`config.mk`:
```
export PLATFORM = sky130hd
export DESIGN_NAME = axi_lite_subm_regs
export DESIGN_NICKNAME = d
export VERILOG_FILES = /design/src/rtl/axi_lite_subm_regs.sv
export SDC_FILE = /design/constraint.sdc
export NUM_CORES = 1
export LEC_CHECK = 0
export CELL_PAD_IN_SITES_DETAIL_PLACEMENT = 1
export CELL_PAD_IN_SITES_GLOBAL_PLACEMENT = 1
export CORE_MARGIN = 2
export CORE_UTILIZATION = 51
export DETAILED_ROUTE_END_ITERATION = 16
export DONT_BUFFER_PORTS = 1
export MAX_ROUTING_LAYER = met4
export PLACE_DENSITY = 0.93
export SETUP_SLACK_MARGIN = 0.4
export SYNTH_ARGS = -nofsm -noshare
export SYNTH_HDL_FRONTEND = slang
export SYNTH_SLANG_ARGS = --single-unit
```
`constraint.sdc`:
```
create_clock -name aclk -period 4.15 [get_ports aclk]
set_input_delay 0.83 -clock aclk [delete_from_list [all_inputs] [get_ports aclk]]
set_output_delay 0.83 -clock aclk [all_outputs]
set_load 0.05 [all_outputs]
```
`src/rtl/axi_lite_subm_regs.sv`:
```
// axi_lite_subm_regs: AXI4-lite slave terminating the decoder's subm port.
// Two registers are selected by address bit 2:
//   0x0 CTRL  : R/W with byte strobes. Bit 0 is count enable. Bit 1 is a
//               self-clearing clear strobe. Bits 31:2 are general purpose.
//   0x4 COUNT : read-only event counter, incremented while CTRL[0] is set.
// The write and read channels run independently of each other.
// Optional build macro AXI_LITE_SUBM_REGS_SLVERR_EN: when it is defined, a
// write to COUNT answers SLVERR. Otherwise the write is dropped with OKAY.
module axi_lite_subm_regs #(
  parameter logic [31:0] CTRL_RESET = 32'h0000_0000
) (
  input  logic        aclk,
  input  logic        areset_n,
  // write address
  input  logic        awvalid,
  output logic        awready,
  input  logic [2:2]  awaddr,
  input  logic [2:0]  awprot,
  // write data
  input  logic        wvalid,
  output logic        wready,
  input  logic [31:0] wdata,
  input  logic [3:0]  wstrb,
  // write response
  output logic        bvalid,
  input  logic        bready,
  output logic [1:0]  bresp,
  // read address
  input  logic        arvalid,
  output logic        arready,
  input  logic [2:2]  araddr,
  input  logic [2:0]  arprot,
  // read data
  output logic        rvalid,
  input  logic        rready,
  output logic [31:0] rdata,
  output logic [1:0]  rresp,
  // register taps
  output logic [31:0] ctrl_o,
  output logic [31:0] count_o
);

  // The clear strobe is never stored, so bit 1 of the reset value is dropped.
  localparam logic [31:0] CTRL_RST = CTRL_RESET & ~32'h0000_0002;

  localparam logic [1:0] RESP_OKAY   = 2'b00;
`ifdef AXI_LITE_SUBM_REGS_SLVERR_EN
  localparam logic [1:0] RESP_SLVERR = 2'b10;
`endif

  // Protection bits carry no meaning for this endpoint.
  logic unused_prot;
  assign unused_prot = ^{awprot, arprot};

  // ---------------------------------------------------------------------
  // State
  // ---------------------------------------------------------------------
  logic        rdy_en_q;                 // low in reset, opens all ready outputs
  logic        aw_held_q, aw_held_d;
  logic        awaddr_q,  awaddr_d;
  logic        w_held_q,  w_held_d;
  logic [31:0] wdata_q,   wdata_d;
  logic [3:0]  wstrb_q,   wstrb_d;
  logic        bvalid_q,  bvalid_d;
  logic [1:0]  bresp_q,   bresp_d;
  logic        rvalid_q,  rvalid_d;
  logic [31:0] rdata_q,   rdata_d;
  logic [31:0] ctrl_q,    ctrl_d;
  logic [31:0] count_q,   count_d;

  // ---------------------------------------------------------------------
  // Handshakes and the effective write request
  // ---------------------------------------------------------------------
  logic        aw_hs, w_hs, ar_hs, b_hs, r_hs;
  logic        wr_addr;
  logic [31:0] wr_data;
  logic [3:0]  wr_strb;
  logic        commit;
  logic        ctrl_wr;
  logic        cnt_clr;

  // A held half is blocked until its response is taken. A pending bvalid
  // also blocks new AW and W beats.
  assign awready = rdy_en_q & ~aw_held_q & ~bvalid_q;
  assign wready  = rdy_en_q & ~w_held_q  & ~bvalid_q;
  assign arready = rdy_en_q & ~rvalid_q;

  assign aw_hs = awvalid & awready;
  assign w_hs  = wvalid  & wready;
  assign ar_hs = arvalid & arready;
  assign b_hs  = bvalid_q & bready;
  assign r_hs  = rvalid_q & rready;

  // A half that is still in flight comes from the bus and not from the latch.
  // This lets AW and W commit at the same edge on which they handshake.
  assign wr_addr = aw_held_q ? awaddr_q : awaddr[2];
  assign wr_data = w_held_q  ? wdata_q  : wdata;
  assign wr_strb = w_held_q  ? wstrb_q  : wstrb;

  assign commit  = (aw_held_q | aw_hs) & (w_held_q | w_hs) & ~bvalid_q;
  assign ctrl_wr = commit & (wr_addr == 1'b0);
  assign cnt_clr = ctrl_wr & wr_strb[0] & wr_data[1];

  // Write-channel bookkeeping: latch each half, and release both on the B handshake.
  always_comb begin
    aw_held_d = aw_held_q;
    awaddr_d  = awaddr_q;
    w_held_d  = w_held_q;
    wdata_d   = wdata_q;
    wstrb_d   = wstrb_q;
    if (aw_hs) begin
      aw_held_d = 1'b1;
      awaddr_d  = awaddr[2];
    end
    if (w_hs) begin
      w_held_d = 1'b1;
      wdata_d  = wdata;
      wstrb_d  = wstrb;
    end
    if (b_hs) begin
      aw_held_d = 1'b0;
      w_held_d  = 1'b0;
    end
  end

  // Write response: raised at commit and held until the master takes it.
  always_comb begin
    bvalid_d = bvalid_q;
    bresp_d  = bresp_q;
    if (bvalid_q) begin
      bvalid_d = ~bready;
    end else if (commit) begin
      bvalid_d = 1'b1;
`ifdef AXI_LITE_SUBM_REGS_SLVERR_EN
      bresp_d  = wr_addr ? RESP_SLVERR : RESP_OKAY;
`else
      bresp_d  = RESP_OKAY;
`endif
    end
  end

  // CTRL byte-lane merge. Bit 1 always stores as 0.
  always_comb begin
    ctrl_d = ctrl_q;
    for (int i = 0; i < 4; i++) begin
      if (ctrl_wr && wr_strb[i]) ctrl_d[8*i +: 8] = wr_data[8*i +: 8];
    end
    ctrl_d[1] = 1'b0;
  end

  // Counter: a clear wins over the increment. It uses the enable from before this edge.
  always_comb begin
    count_d = count_q;
    if (cnt_clr)        count_d = 32'h0;
    else if (ctrl_q[0]) count_d = count_q + 32'h1;
  end

  // Read channel: capture the pre-edge register value on AR, then hold it until R is taken.
  always_comb begin
    rvalid_d = rvalid_q;
    rdata_d  = rdata_q;
    if (ar_hs) begin
      rvalid_d = 1'b1;
      rdata_d  = araddr[2] ? count_q : ctrl_q;
    end else if (r_hs) begin
      rvalid_d = 1'b0;
    end
  end

  // State register with synchronous active-low reset.
  always_ff @(posedge aclk) begin
    if (!areset_n) begin
      rdy_en_q  <= 1'b0;
      aw_held_q <= 1'b0;
      awaddr_q  <= 1'b0;
      w_held_q  <= 1'b0;
      wdata_q   <= 32'h0;
      wstrb_q   <= 4'h0;
      bvalid_q  <= 1'b0;
      bresp_q   <= RESP_OKAY;
      rvalid_q  <= 1'b0;
      rdata_q   <= 32'h0;
      ctrl_q    <= CTRL_RST;
      count_q   <= 32'h0;
    end else begin
      rdy_en_q  <= 1'b1;
      aw_held_q <= aw_held_d;
      awaddr_q  <= awaddr_d;
      w_held_q  <= w_held_d;
      wdata_q   <= wdata_d;
      wstrb_q   <= wstrb_d;
      bvalid_q  <= bvalid_d;
      bresp_q   <= bresp_d;
      rvalid_q  <= rvalid_d;
      rdata_q   <= rdata_d;
      ctrl_q    <= ctrl_d;
      count_q   <= count_d;
    end
  end

  assign bvalid  = bvalid_q;
  assign bresp   = bresp_q;
  assign rvalid  = rvalid_q;
  assign rdata   = rdata_q;
  assign rresp   = RESP_OKAY;
  assign ctrl_o  = ctrl_q;
  assign count_o = count_q;

endmodule

```
Word-level counts from Yosys, hierarchy flattened
Index checks and enable logic that the tools add are counted.

cells by class
  $add $sub $neg = 1
  muxes and demuxes = 9
  bitwise logic cells = 24
  reductions and logical operators = 7

operators with widths
  kind                     count
  $mux W32                 2
  $add A32 B1 Y32 const B  1
  $and A1 B1 Y1            15
  $not A1 Y1               7
  $mux W1                  6
  $logic_and A1 B1 Y1      4
  $mux W4                  1
  $reduce_or A2 Y1         2
  $or A1 B1 Y1             2
  $reduce_bool A2 Y1       1

storage, ports and cells
  register bits after elaboration = 138
  bits of input ports = 51
  output and inout port bits = 105
  word-level logic and storage cells = 56

Depth between registers and ports, before layout
  word-level depth = 11
  depth in mapped cells = 7
  gate-level depth less buffers = 5

Least setup slack after synthesis
Ideal clock, no wire load.

  path type = register -> register
  from = reg bvalid_q, in the netlist bvalid
  to = reg wdata_q[10]
  setup time = 0.076 ns
  arrival time = 2.719 ns
  path slack = 1.356 ns
  stages on the path, launching flop included = 7
  period minus slack after synthesis = 2.794 ns
  path through = dfxtp_1 > nor3b_1 > and2_1 > buf_2 > clkbuf_1 > nand2_1 > a21boi_0

on the way
  word-level cells in the longest chain between the ends = 3

RTL lines
  item                    RTL line  RTL
  start, declared         64        logic bvalid_q, bvalid_d;
  start signal, assigned  192       bvalid_q <= bvalid_d;
  $not A1 Y1              85        assign wready = rdy_en_q & ~w_held_q & ~bvalid_q;
  $and A1 B1 Y1           85
  net wready              21        output logic wready,
  $and A1 B1 Y1           89        assign w_hs = wvalid & wready;
  end signal, assigned    190       wdata_q <= wdata_d;
  end, declared           62        logic [31:0] wdata_q, wdata_d;

The timed path passes the listed nets, and every way through them passes these cells.
A chain may end at the register's enable or synchronous reset.

Worst setup path in the final report
  from = reg bvalid_q, in the netlist bvalid
  to = reg wstrb_q[1]

on the way
  word-level cells in the longest chain between the ends = 3

RTL lines
  item                  RTL line  RTL
  $not A1 Y1            85
  $and A1 B1 Y1         85
  net wready            21
  $and A1 B1 Y1         89
  end signal, assigned  191       wstrb_q <= wstrb_d;
  end, declared         63        logic [3:0] wstrb_q, wstrb_d;

The timed path passes the listed nets, and every way through them passes these cells.

==> flow_summary.yaml <==
power:
  leakage_nw: 2.64
  powerDensity_nw_per_um2: 478
  ir_drop_mv: 0.404
drt:
  dr.pass1.iters: 5
  wl_um: 18100
  ant_nets: 0
  dr.first_iter.drc_count: 284
  num_vias: 5021
  drc: 0
  wire_per_inst_um: 23.7
  vias_per_cell: 6.58
clocking:
  numCtsBuffers: 17
  post_cts_buffers: 0
  cts_root_buf: "clkbuf_16"
  cts.path.max_buffers: 2
  cts_sinks: 137
  tritoncts: "done"
  h-tree-depth: 4
  clk_pin_slew_ns: 0.06
  hold_buffers: 0
  clkLatencyLatePin_ns: 0.42
  ctsResizeCount: 0
global_route:
  grt_overflow: 0
  met3_usage_pct: 8.89
  grt_max_degree: 108
  grtUsageMet2_pct: 48.3
  busiest_layer: "met2"
  grt_use_met1_pct: 34.8
  grt_pass1_vias: 5159
  grt_pass1_wl_um: 28700
  grt_antenna_before_repair: 0
  track_usage_pct: 29.9
placed_design:
  dpl.hpwl_um: 12200
  gp_congestion: 0.902
  port_buffers: 0
  post-place-ws_ns: 1.23
synthesis:
  netlist_area_um2: 6040
  yosysWarningCount: 0
  netlist_instances: 640
  synthTopCellsByArea: "dfxtp_1 (45%), nand2_1 (7.6%), o221a_2 (5.8%), mux2i_1 (5.6%), o211a_1 (5.1%)"
  ys_seq_area_share_pct: 45.4
  synth-seq-cells: 137
  synth_commonest_cells: "dfxtp_1 (137), nand2_1 (122), clkbuf_1 (38), a21boi_0 (37), mux2i_1 (34)"
  synth_top_area_share_pct: 45.4
  synth.most_common_cell: "dfxtp_1"
  synth_cell_type_count: 45
  synth_area_leader_cell: "dfxtp_1"
  avgSynthCellArea_um2: 9.43
  postSynth.asyncResetShare_pct: 0
  synth_edf_count: 0
  synth_top_flop_cell: "dfxtp_1"
final_layout:
  drive_gt1_share_pct: 11.8
  finalNetCount: 660
  synthToLayoutAreaGrowth_pct: 9.16
  fin_util_pct: 57.5
  diodes: 0
sta:
  slew_headroom_pct: 17.2
  setup-violations-final: 0
  tightest_slew_ns: 1.24
  period_needed_ns: 2.98
  drv_slew: 0
  rsz0062_at_grt: "no"
  fin_ws_ns: 1.17
  timing.final.crit_share_pct: 71.8
  finClkSkew_ns: 0.00673
  fmax_ghz: 0.336
  hold_viol_final: 0
  tns_ns: 0
floorplanning:
  rows: 39
  fp.dieH_um: 113
  num_io_pins: 156
  fp.dieW_um: 113
  dieArea_um2: 12700
  start_util_pct: 52.6
  core_um2: 11500
worst_setup_path:
  critPathLaunchType: "flop"
  path_class: "reg2reg"
  arrival_ns: 3.27
  crit_fanout: 36
  end_kind: "flop"
  required_ns: 4.44
min_path:
  min_path_type: "in2reg"
run_status:
  status: "finished, final reports clean"
job:
  cap_violations: 0
cells by family after synthesis:
group / after synthesis / synth area share, %
xor+xnor: 13 / 1.89
buf+inv: 62 / 4.33
other cells: 1 / 0.0621
fa+ha+maj: 1 / 0.207
compound gates: 178 / 25.3
simple gates: 214 / 17.2
mux: 34 / 5.64
flops: 137 / 45.4
routing by layer:
| metal | vias to the layer above | routed length, µm |
|---|---|---|
| met5 | - | 0 |
| met4 | 0 | 501 |
| met3 | 35 | 1250 |
| met2 | 157 | 9040 |
| met1 | 2538 | 7310 |
| li1 | 2291 | - |
worst max-delay path, stage by stage (launching register included):
cell and delay (ns):
dfxtp_1 0.55, nor3b_2 0.84, nand2_1 0.97, nand2_1 0.35, a21boi_0 0.14
stage by stage:
stage	instance area [µm²]	hold slack, ns	instances	power, W
2_1_floorplan	6050	0.443	644	0.00172
3_3_place_gp	6030	0.449	732	0.00173
3_5_place_dp	6030	0.456	732	0.00175
4_1_cts	6590	0.428	763	0.00317
5_1_grt	6590	0.421	763	0.00325
6_report	6590	0.463	763	0.00315
where the power goes:
part	leakage [nW]	total [W]	switching, W	internal, W
Sequential	1.11	0.00153	0.000159	0.00137
Combinational	1.25	0.000198	0.000116	0.0000817
Clock	0.275	0.00143	0.000550	0.000877
area by class of cell:
type                            count  area (µm²)
Fill cell                        1265        4880
Multi-Input combinational cell    445        3070
Sequential cell                   137        2740
Clock buffer                       23         488
Tap cell                          143         179
Clock inverter                      8        70.1
Timing Repair Buffer                3        22.5
Inverter                            4        15.0
cell usage in the layout, fill, tap and decap left out, types with 13 or more instances in the layout:
| master | netlist | final |
|---|---|---|
| a21boi_0 | 37 | 37 |
| a21oi_1 | 17 | 17 |
| clkbuf_16 | 0 | 17 |
| dfxtp_1 | 137 | 137 |
| mux2i_1 | 34 | 34 |
| nand2_1 | 122 | 122 |
| nand3_1 | 15 | 15 |
| nor2_1 | 14 | 14 |
| o211a_1 | 31 | 31 |
| o221a_2 | 31 | 31 |
| o22a_1 | 30 | 30 |
| o31ai_1 | 14 | 13 |
| or4_1 | 14 | 14 |
state kept, by name, summed over array words and instances (netlist names):
name       count
rvalid         1
ctrl_o        31
w_held_q       1
aw_held_q      1
rdata         32
rdy_en_q       1
wstrb_q        4
bvalid         1
wdata_q       32
awaddr_q       1
count_o       32
final timing paths:
| check | start | to | slack [ns] | cells past startpoint |
|---|---|---|---|---|
| setup reg to reg | bvalid$_SDFF_PN0_ | wstrb_q[1]$_SDFFE_PN0P_ | 1.17 | 4 |
| hold / removal | areset_n | rdy_en_q$_DFF_P_ | 0.46 | 0 |
| setup / recovery | bvalid$_SDFF_PN0_ | wstrb_q[1]$_SDFFE_PN0P_ | 1.17 | 4 |
| hold reg to reg | wstrb_q[2]$_SDFFE_PN0P_ | wstrb_q[2]$_SDFFE_PN0P_ | 0.46 | 2 |
Power figures use the tool's default switching activity.
==> variant 1: new RTL, same flow settings <==
Register the output `count_o` once more, without a reset; this adds one clock of latency there. The other outputs are not delayed to match.
--- a/src/rtl/axi_lite_subm_regs.sv
+++ b/src/rtl/axi_lite_subm_regs.sv
@@ -206,3 +206,5 @@
   assign ctrl_o  = ctrl_q;
-  assign count_o = count_q;
+  always_ff @(posedge aclk) begin
+    count_o <= count_q;
+  end
 
Function: changed (Yosys sat finds a counterexample within 4 cycles, from zero or initial values and one cycle with areset_n low).
==> variant 1 against the unedited design <==
  * Via count rose by 3.4%
  * Total power rose by 16%
  * First-iteration DRC count down 9.2%
  * Final area is 12% higher
  * Sequential cell count up 32
  * Setup slack got worse by 38 ps
  * Wire length rose by 3.1%
  * Area after synthesis increased by 11%
  * Count of clock-buffer cells in the layout decreased by 5
  * Synthesized cell count is 5.6% higher
  * Critical path type unchanged
  * Critical endpoint is now wdata_q[21]
  * Largest power group unchanged
==> variant 1: results (changes against the unedited design) <==
- Pleak: 2.90 nW (+9.8%)
- Hold endpoint: count_o[31]
- Maximum number of pins on one net before global-route repair: 107 (-0.93%)
- Total number of nets in the final design: 702 (+6.4%)
- GRT Overall Usage: 0.276 (-0.0223)
- Wire length of the first global-routing pass: 29500 microns (+2.8%)
- Final period utilization: 0.727 (+0.00921)
- Count of mapped cells out of synthesis: 676 (+5.6%)
- Vias in the first global route: 5343 (+3.6%)
- Post-DP HPWL: 13300 microns (+8.5%)
- Cell area after placement: 6750 sq um (+12%)
- Worst Min Path Start: count_q[31]
- 1st-iter DRT viols: 258 (-9.2%)
- Share of the synthesized area in compound gates (AO/OA/AOI/OAI): 0.221 (-0.0321)
- Placed cell count: 803 (+9.7%)
- Sequential share of the synthesized area: 0.505 (+0.0510)
- Worst slack at placement: 1190 ps (-45.0 ps)
- Post-Route Skew: 12.6 ps (+5.86 ps)
- Post-synthesis mux area share: 0.0508 (-0.00554)
- Xor and xnor fraction of the mapped netlist area: 0.0183 (-0.000546)
- Final RePlAce weighted congestion: 0.822 (-8.9%)
- Critical path fanouts, max: 36 (unchanged)
- Ratio of cells with drive above 1 in the final layout: 0.124 (+0.00594)
- Vias per cell: 6.22 (-5.5%)
- Unique masters post-synth: 46 (+2.2%)
- Arrival time reported for the critical path endpoint: 3320 ps (+50 ps)
- Total length of routed wires: 18700 microns (+3.1%)
- Result of the run: complete, no violations
- Worst reg2reg path startpoint: w_held_q
- Hold crit path type: register to register
- Top area cells in the synthesized netlist: sky130_fd_sc_hd__dfxtp_1 51%, sky130_fd_sc_hd__nand2_1 6.9%, sky130_fd_sc_hd__o221a_2 5.2%
- Worst-path cell with the longest stage delay: sky130_fd_sc_hd__nand2_1
- Actual transition at the worst max-transition pin: 1230 ps (-7.06 ps)
- Max VDD drop: 249 uV (-38%)
- Ranking of synthesized cells by instance count: 169 x sky130_fd_sc_hd__dfxtp_1, 123 x sky130_fd_sc_hd__nand2_1, 39 x sky130_fd_sc_hd__clkbuf_1
- Min Hold Slack: 406 ps (-57.0 ps)
- Capturing element of the worst setup path: wdata_q[21]
- Share of synthesized cell area in full adder, half adder and majority cells: 0.00187 (-0.000204)
-- variant 1: routing by layer --
metal | wire (microns) | global-route usage | vias to the layer above
met3 | 1150 | 0.0753 | 49
li1 | - | - | 2407
met2 | 9280 | 0.449 | 166
met4 | 643 | 0.138 | 0
met1 | 7600 | 0.313 | 2569
met5 | 0 | - | -
-- variant 1: final cells by class --
class	count	area, sq um
fill	1412	5370
sequential	169	3380
multi-input combinational	450	3090
clock buffer	18	429
tap	172	215
clock inverter	14	171
timing repair buffer	5	37.5
inverter	7	26.3
-- variant 1: where the power goes --
part | switching [W] | internal (W) | leakage, nW
clock | 0.000672 | 0.000951 | 0.287
sequential | 0.000159 | 0.00167 | 1.37
combinational | 0.000117 | 0.0000824 | 1.24
-- variant 1: worst reg2reg max path: stages, from the launching register on --
cell and delay [ps]:
sky130_fd_sc_hd__dfxtp_1 550, sky130_fd_sc_hd__nor3b_2 860, sky130_fd_sc_hd__nand2_1 970, sky130_fd_sc_hd__nand2_1 370, sky130_fd_sc_hd__a21boi_0 150
==> variant 2: new RTL, config.mk and constraints unchanged <==
Made on the original files. Add a define of `AXI_LITE_SUBM_REGS_SLVERR_EN`.
--- a/src/rtl/axi_lite_subm_regs.sv
+++ b/src/rtl/axi_lite_subm_regs.sv
@@ -8,2 +8,4 @@
 // write to COUNT answers SLVERR. Otherwise the write is dropped with OKAY.
+`define AXI_LITE_SUBM_REGS_SLVERR_EN
+
 module axi_lite_subm_regs #(
Behaviour: not the same (Yosys sat finds a counterexample within 4 cycles, from zero or initial values and one cycle with areset_n low).
==> variant 2 against the unedited design <==
  * Setup slack better by 18 ps
  * Clock power up 11%
  * First-iteration DRC count up 33%
  * Final area up 0.59%
  * Sequential cell count up 1
  * Utilization up 0.59 points
  * Total power up 5.6%
  * Wire length down 5.2%
  * Area after synthesis down 1.0%
  * Critical path depth up 1
  * Critical path type unchanged
  * Largest power group is now clock
==> variant 2: results (changes against the unedited design) <==
- Result of the run: complete, no violations
- Ratio of cells with drive above 1 in the final layout: 0.129 (+0.0113)
- Post-DP HPWL: 11600 microns (-4.9%)
- Worst slack at placement: 1240 ps (+7.99 ps)
- Hold crit path type: register to register
- 1st-iter DRT viols: 379 (+33%)
- Wire per inst: 22.5 microns (-5.2%)
- Length of routed wiring on met1: 7550 microns (+3.2%)
- Pleak: 2.66 nW (+0.80%)
- Wire length of the first global-routing pass: 27300 microns (-4.8%)
- Met2 wire len: 8410 microns (-7.0%)
- Vias in the first global route: 4874 (-5.5%)
- Met3 wirelength from detailed routing: 929 microns (-25%)
- Post-Route Skew: 6.51 ps (-0.227 ps)
- Max VDD drop: 401 uV (-0.81%)
- Critical path fanouts, max: 16 (-56%)
- Unique masters post-synth: 44 (-2.2%)
- Headroom to the max-slew limit: 0.251 (+0.0790)
- Insertion delay to the later sink of the worst-skew pair: 420 ps (about the same)
- Final RePlAce weighted congestion: 0.809 (-10%)
- Clock buffer depth: 2 (unchanged)
- Vias per cell: 6.37 (-3.3%)
- Arrival time reported for the critical path endpoint: 3310 ps (+40 ps)
- Post-synthesis area per instance: 9.45 sq um (+0.22%)
- H-tree levels: 4 (unchanged)
- GRT Overall Usage: 0.282 (-0.0163)
- Ranking of synthesized cells by instance count: 138 x sky130_fd_sc_hd__dfxtp_1, 121 x sky130_fd_sc_hd__nand2_1, 37 x sky130_fd_sc_hd__a21boi_0
- Largest stage delay on the critical path: 840 ps (-130 ps)
- Top area cells in the synthesized netlist: sky130_fd_sc_hd__dfxtp_1 46%, sky130_fd_sc_hd__nand2_1 7.6%, sky130_fd_sc_hd__o221a_2 5.8%
- Worst-path cell with the longest stage delay: sky130_fd_sc_hd__or4_1
- Sequential share of the synthesized area: 0.462 (+0.00811)
variant 2: final cells by class:
class	instances	area, sq um
Clock buffer	19	453
Clock inverter	12	173
Fill cell	1245	4790
Inverter	5	18.8
Multi-Input combinational cell	439	2990
Sequential cell	138	2760
Tap cell	143	179
Timing Repair Buffer	7	52.6
variant 2: cell families (layout without fill, tap and decap cells):
logic type / after synthesis / in the layout / share of synthesized area
AOI/OAI and AO/OA: 183 / 183 / 0.256
muxes: 34 / 34 / 0.0572
and+or+nand+nor: 206 / 206 / 0.164
other: 1 / 4 / 0.000628
buffers and inverters: 58 / 43 / 0.0415
DFF: 138 / 138 / 0.462
xor gates and xnor gates: 11 / 11 / 0.0161
adders and majority gates: 1 / 1 / 0.00209
variant 2: layer usage:
layer,up-vias,GRT usage
met3,22,0.0745
met2,132,0.442
met5,-,-
met1,2440,0.359
li1,2263,-
met4,0,0.0894
variant 2: path summary, 6_finish.rpt:
kind / start / end / slack [ps] / cells after the start
worst max-delay path: count_o[1] / count_o[28] / 1190 / 5
worst min-delay path: wdata_q[17] / wdata_q[17] / 460 / 2
worst min register to register: wdata_q[17] / wdata_q[17] / 460 / 2
worst max register to register: count_o[1] / count_o[28] / 1190 / 5
variant 2: through the flow:
step	utilization	power [W]	hold slack, ps	instance area [sq um]
after global placement	0.526	0.00175	449	6000
final	0.581	0.00333	462	6630
after global routing	0.581	0.00343	438	6630
after detailed placement	0.526	0.00176	456	6000
after CTS	0.581	0.00335	436	6630
after floorplan	-	0.00173	443	5990
variant 2: power by group:
| part | switching [W] | internal (W) | total [W] |
|---|---|---|---|
| Combinational | 0.000115 | 0.0000833 | 0.000198 |
| Clock | 0.000563 | 0.00103 | 0.00159 |
| Sequential | 0.000160 | 0.00138 | 0.00154 |
